==> config.mk <==
export PLATFORM = sky130hd
export DESIGN_NAME = alu_sequencer
export DESIGN_NICKNAME = d
export VERILOG_FILES = /design/src/rtl/alu_sequencer.sv
export SDC_FILE = /design/constraint.sdc
export NUM_CORES = 1
export LEC_CHECK = 0
export ABC_AREA = 1
export BUFFER_PORTS_ARGS = -buffer_cell sky130_fd_sc_hd__buf_2
export CAP_MARGIN = 20
export CORE_MARGIN = 3
export CORE_UTILIZATION = 45
export CTS_BUF_LIST = sky130_fd_sc_hd__clkbuf_2 sky130_fd_sc_hd__clkbuf_4 sky130_fd_sc_hd__clkbuf_8
export DETAILED_ROUTE_END_ITERATION = 10
export PLACE_DENSITY = 0.74
export REMOVE_ABC_BUFFERS = 1
export SLEW_MARGIN = 0
export SYNTH_ARGS = -nofsm -noshare
export SYNTH_HDL_FRONTEND = slang
export SYNTH_SLANG_ARGS = --single-unit
==> constraint.sdc <==
create_clock -name clk -period 8.32 [get_ports clk]
set_input_delay 1.664 -clock clk [delete_from_list [all_inputs] [get_ports clk]]
set_output_delay 1.664 -clock clk [all_outputs]
set_load 0.02 [all_outputs]
==> src/rtl/alu_sequencer.sv <==
`default_nettype none
// ============================================================================
// Module   : alu_sequencer
// Brief    : Sequences one ALU request at a time: latch, load operands, wait
//            for the ALU to settle, then hold the result until consumed.
//            Optional macro ALU_SEQ_HILO_EN adds mul/div high-word capture.
// Revision : 1.0 - initial release
// ============================================================================
module alu_sequencer #(
    parameter int MULDIV_WAIT = 4
) (
    input  logic        clk,
    input  logic        clear,
    input  logic        req_valid,
    output logic        req_ready,
    input  logic [4:0]  req_op,
    input  logic [31:0] req_a,
    input  logic [31:0] req_b,
    output logic [4:0]  alu_op,
    output logic [31:0] alu_a,
    output logic [31:0] alu_b,
    input  logic [63:0] alu_c,
    output logic        rsp_valid,
    input  logic        rsp_ready,
    output logic [31:0] rsp_lo,
    output logic [31:0] rsp_hi,
    output logic        rsp_err,
    output logic        busy
);

    localparam int c_wait  = (MULDIV_WAIT < 1) ? 1 : MULDIV_WAIT;
    localparam int c_cnt_w = (c_wait > 1) ? $clog2(c_wait) : 1;
    localparam logic [c_cnt_w-1:0] c_cnt_load = c_cnt_w'(c_wait - 1);
    localparam logic [c_cnt_w-1:0] c_cnt_one  = c_cnt_w'(1);
    localparam logic [4:0] c_op_div  = 5'b01111;
    localparam logic [4:0] c_op_mul  = 5'b10000;
    localparam logic [4:0] c_op_last = 5'b10011;

    typedef enum logic [1:0] {
        S_IDLE   = 2'd0,
        S_LOAD_Y = 2'd1,
        S_EXEC   = 2'd2,
        S_RESP   = 2'd3
    } state_t;

    state_t               r_state;
    state_t               w_next;
    logic [4:0]           r_op;
    logic [31:0]          r_a;
    logic [31:0]          r_b;
    logic [4:0]           r_alu_op;
    logic [31:0]          r_alu_a;
    logic [31:0]          r_alu_b;
    logic [c_cnt_w-1:0]   r_cnt;
    logic [31:0]          r_rsp_lo;
    logic                 r_rsp_err;
    logic                 w_req_illegal;
    logic                 w_load_muldiv;
    logic                 w_exec_done;

    assign w_req_illegal = (req_op > c_op_last);
    assign w_load_muldiv = (r_op == c_op_mul) || (r_op == c_op_div);
    assign w_exec_done   = (r_cnt == '0);

    always_ff @(posedge clk or posedge clear) begin
        if (clear) begin
            r_state <= S_IDLE;
        end else begin
            r_state <= w_next;
        end
    end

    always_comb begin
        w_next = r_state;
        case (r_state)
            S_IDLE:   if (req_valid) w_next = w_req_illegal ? S_RESP : S_LOAD_Y;
            S_LOAD_Y: w_next = S_EXEC;
            S_EXEC:   if (w_exec_done) w_next = S_RESP;
            S_RESP:   if (rsp_ready) w_next = S_IDLE;
            default:  w_next = S_IDLE;
        endcase
    end

    // The counter is preloaded in LOAD_Y so EXEC exits when it reads zero.
    always_ff @(posedge clk or posedge clear) begin
        if (clear) begin
            r_op      <= '0;
            r_a       <= '0;
            r_b       <= '0;
            r_alu_op  <= '0;
            r_alu_a   <= '0;
            r_alu_b   <= '0;
            r_cnt     <= '0;
            r_rsp_lo  <= '0;
            r_rsp_err <= 1'b0;
        end else begin
            case (r_state)
                S_IDLE: begin
                    if (req_valid) begin
                        r_op <= req_op;
                        r_a  <= req_a;
                        r_b  <= req_b;
                        if (w_req_illegal) begin
                            r_rsp_lo  <= '0;
                            r_rsp_err <= 1'b1;
                        end
                    end
                end
                S_LOAD_Y: begin
                    r_alu_op <= r_op;
                    r_alu_a  <= r_a;
                    r_alu_b  <= r_b;
                    r_cnt    <= w_load_muldiv ? c_cnt_load : '0;
                end
                S_EXEC: begin
                    if (w_exec_done) begin
                        r_rsp_lo  <= alu_c[31:0];
                        r_rsp_err <= 1'b0;
                    end else begin
                        r_cnt <= r_cnt - c_cnt_one;
                    end
                end
                default: ;
            endcase
        end
    end

`ifdef ALU_SEQ_HILO_EN
    logic [31:0] r_rsp_hi;
    logic        w_exec_muldiv;

    assign w_exec_muldiv = (r_alu_op == c_op_mul) || (r_alu_op == c_op_div);

    always_ff @(posedge clk or posedge clear) begin
        if (clear) begin
            r_rsp_hi <= '0;
        end else if ((r_state == S_IDLE) && req_valid && w_req_illegal) begin
            r_rsp_hi <= '0;
        end else if ((r_state == S_EXEC) && w_exec_done) begin
            r_rsp_hi <= w_exec_muldiv ? alu_c[63:32] : '0;
        end
    end

    assign rsp_hi = r_rsp_hi;
`else
    logic w_unused_hi;

    assign w_unused_hi = ^alu_c[63:32];
    assign rsp_hi      = '0;
`endif

    assign alu_op    = r_alu_op;
    assign alu_a     = r_alu_a;
    assign alu_b     = r_alu_b;
    assign rsp_lo    = r_rsp_lo;
    assign rsp_err   = r_rsp_err;
    assign rsp_valid = (r_state == S_RESP);
    assign req_ready = (r_state == S_IDLE);
    assign busy      = (r_state != S_IDLE);

endmodule
`default_nettype wire

### Word level (Yosys, flattened, before mapping)

Cells that the tools add are included.

| word-level totals | value |
|---|---|
| bits in registers | 175 |
| input bits | 137 |

| cells by class | value |
|---|---|
| order comparisons | 1 |
| multiplexer cells | 16 |
| reductions and logical operators | 10 |
| add/sub/neg operators | 1 |
| equal/unequal tests | 10 |

Operator list:

| operator | count |
|---|---|
| $mux 32 | 3 |
| $pmux 32 s2 | 1 |
| $mux 2 | 6 |
| $pmux 2 s4 | 1 |
| $ne 2x2->1 const B | 3 |
| $reduce_bool 2->1 | 3 |
| $eq 5x4->1 const B | 1 |
| $eq 5x5->1 const B | 1 |
| $gt 5x5->1 const B | 1 |
| $eq 2x2->1 const B | 2 |
| $logic_not 2->1 | 2 |
| $ne 2x1->1 const B | 2 |
| $pmux 2 s2 | 1 |
| $reduce_and 2->1 | 2 |
| $reduce_and 4->1 | 1 |
| $mux 1 | 3 |
| $reduce_and 3->1 | 1 |
| $eq 2x1->1 const B | 1 |
| $pmux 1 s2 | 1 |
| $sub 2x1->2 const B | 1 |
| $logic_or 1x1->1 | 1 |

### Logic depth before layout (Yosys ltp)

| depth | value |
|---|---|
| depth after elaboration | 4 |
| depth in mapped cells | 10 |
| gate-level depth less buffers | 9 |

### Worst setup path before layout

OpenSTA, ideal clock, no wires.

| path | value |
|---|---|
| kind | reg2out |
| start | register r_state[0] |
| end | output port busy |
| data required time | 6656 ps |
| path buffers | 0 |
| data arrival time | 954 ps |
| path slack | 5702 ps |
| stages on the path, launching flop included | 4 |
| cells stage by stage | dfrtp_1 > inv_1 > ha_1 > inv_2 |

| on the way | value |
|---|---|
| cells in the longest elaborated chain, start to end | 1 |

RTL lines:

| what | line | RTL |
|---|---|---|
| start: declaration | 46 | `state_t r_state;` |
| start signal: assignment | 69 | `r_state <= w_next;` |
| $reduce_bool 2->1 | 159 | `assign busy = (r_state != S_IDLE);` |
| end: declaration | 28 | `output logic busy` |

No other way between the ends.

### Final worst setup path

Same ends and word-level chain as after synthesis.

==> impl_metrics.tcl <==
set metrics [dict create \
    highest_layer "met4" \
    wire_per_inst_um 15.3 \
    drtAntennaViolNets 0 \
    r2r-start "r_state[0]" \
    max_freq_mhz 310 \
    totalPowerFinal_mw 3.67 \
    rr_endpoint "rsp_lo[15]" \
    critPathKind "reg2out" \
    ys_top_cells_by_area "dfrtp_1, mux2_2, nand2_1" \
    ctsHoldBuffers 0 \
    status "complete, no violations" \
    synth_cells 559 \
    dieArea_sq_um 17700 \
    die_w_um 133 \
    min_path_type "reg2reg" \
    path_max_fanout 5 \
    fin_cells 985 \
    avgSynthCellArea_sq_um 13.0 \
    grt_pass1_vias 4987 \
    power-per-cell-area_nw_per_um2 418 \
    report.final.slew_viol_count 0 \
    fp.coreArea_sq_um 15500 \
    worstMarginPinSlew_ns 1.04 \
    whs_endpoint "rsp_lo[21]" \
    wl_met1_um 5940 \
    arrival_ns 1.56 \
    tns_ns 0 \
    fin_worst_skew_ns 0.00902 \
    cts_buffers 17 \
    synth_top_area_share_pct 60.2 \
    synth_compound_area_share_pct 0.774 \
    finalWorstSetupSlack_ns 5.09 \
    initial_utilization_pct 47.0 \
    relSlewSlack_pct 30.5 \
    synth_edf_count 0 \
    fin_crit_ns 3.23 \
    worstRegToRegCells 8 \
    grt-ovfl-total 0 \
    rsz0062_at_grt "false" \
    area_delta_synth_final_pct 20.6 \
    synth.most_common_cell "dfrtp_1" \
    synth_top_family_by_area "multiplexers" \
    synthTopCellsByCount "dfrtp_1, mux2_2, nand2_1" \
    setup.worst_path.start_class "register" \
    synth_area_sq_um 7280 \
    dr_wl_met3_um 1030 \
    vias_per_cell 4.80 \
    drv_cap 0 \
    ios 274 \
    power_leakage_nw 4.46 \
    pre_cts_slack_ns 4.33 \
    postLayoutCoreUtil_pct 56.7 \
    dieHeight_um 133 \
    required_ns 6.66 \
    fin_nets 904 \
    r2r_slack_ns 5.64 \
    peakVddDrop_mv 0.201 \
    fillers 1329 \
    min-delay-start "rsp_lo[21]" \
    routabilityCongestion 0.783 \
    htree_levels 4 \
    route.met2.wl_um 7920 \
    yosysUniqueCellTypes 22 \
    dr.pass1.iters 4 \
    placed_cells 951 \
    cts.repair.resized 0 \
    tritoncts "yes" \
    synth_flop_cell "dfrtp_1" \
    first_iter_violations 200 \
    period_share_pct 38.8 \
    async_flop_share_pct 100 \
    synthSimpleGateAreaFrac_pct 9.90 \
    grt_usage_pct 17.4 \
    port_buffers 209 \
    grt_max_degree 96 \
    yosysTopAreaCell "dfrtp_1" \
    antenna_found_initial 0 \
    synthXorXnorAreaFrac_pct 0 \
    synthAdderAreaFrac_pct 1.03 \
    crit_path_end_kind "primary output" \
    clk_latency_ns 0.44 \
    final_hold_viol_count 0 \
    dp_hpwl_um 10500 \
    setup_viol_count_final 0 \
    num_rows 45 \
    grt_pass1_wl_um 24900 \
    muxShareOfSynthArea_pct 21.9 \
    drive_above_1_share_pct 50.4 \
    cts_sinks 175 \
    path_clk_slew_ns 0.09 \
    cts-root-buf "clkbuf_8" \
    seq_area_frac_synth_pct 60.2 \
    vias 4730 \
    hold_path_depth 2 \
    post-cts-setup-buffers 0 \
    totalWireLength_um 15100 \
    yosysWarnings 0 \
    drc_errors 0 \
    n_antenna_cell 0 \
    ys_ff_latch 175 \
    cts_buffer_depth 2 \
]
-- metal layers --
| layer | vias up | global-route usage [%] |
|---|---|---|
| li1 | 2193 | - |
| met1 | 2363 | 20.4 |
| met2 | 157 | 31.2 |
| met3 | 17 | 4.76 |
| met4 | 0 | 5.66 |
| met5 | - | 0 |
-- critical path, stage by stage, from the launching register on --
cell and delay [ns]:
dfrtp_1 0.46, inv_1 0.11, ha_1 0.30, inv_2 0.09
buf_2 0.17
-- logic make-up after synthesis --
family / after synthesis
AOI/OAI and AO/OA: 10
buffers and inverters: 73
adders and majority gates: 6
other: 1
and+or+nand+nor: 156
DFF: 175
muxes: 138
-- worst max-delay path by stage --
stage,startpoint,end,slack [ns]
5_1_grt,r_state[0],busy,4.95
6_report,r_state[0],busy,5.09
4_1_cts,req_op[3],rsp_lo[15],4.82
3_3_place_gp,req_op[3],rsp_lo[12],4.42
3_5_place_dp,req_op[3],rsp_lo[15],4.33
2_1_floorplan,clear,alu_a[0],1.91
-- placed cells by master (no fill, tap or decap), types with 8 or more instances in the layout --
master / synthesis / routed
mux2_4: 10 / 10
nand3b_1: 32 / 32
dfrtp_1: 175 / 175
clkbuf_8: 0 / 17
buf_2: 16 / 209
nor2_1: 8 / 8
mux2_2: 128 / 128
inv_1: 12 / 11
conb_1: 1 / 32
nand2_1: 111 / 110
-- registers in the layout (all words and copies together) (netlist names) --
| signal | flops |
|---|---|
| alu_op | 5 |
| rsp_err | 1 |
| r_a | 32 |
| alu_a | 32 |
| r_b | 32 |
| rsp_lo | 32 |
| alu_b | 32 |
| r_cnt | 2 |
| r_op | 5 |
| r_state | 2 |
-- area by class of cell --
| type | instances | area, sq um | area share (%) |
|---|---|---|---|
| inverters | 13 | 53.8 | 0.613 |
| repair buffers | 212 | 1100 | 12.5 |
| multi-input cells | 342 | 2580 | 29.4 |
| flip-flops and latches | 175 | 4380 | 49.9 |
| well taps | 211 | 264 | 3.01 |
| clock inverters | 15 | 170 | 1.94 |
| clock buffers | 17 | 234 | 2.66 |
-- power breakdown --
part | switching [mW] | internal [mW]
clock | 0.331 | 0.253
sequential | 0.213 | 1.27
combinational | 0.892 | 0.716
-- per-stage QoR --
| step | hold slack (ns) | instance area [sq um] |
|---|---|---|
| 6_report | 0.475 | 8780 |
| 5_1_grt | 0.491 | 8780 |
| 4_1_cts | 0.477 | 8740 |
| 3_5_place_dp | 0.454 | 8330 |
| 3_3_place_gp | 0.450 | 8330 |
| 2_1_floorplan | 0.474 | 6990 |
Note: power is estimated with default switching activity, not from simulation.
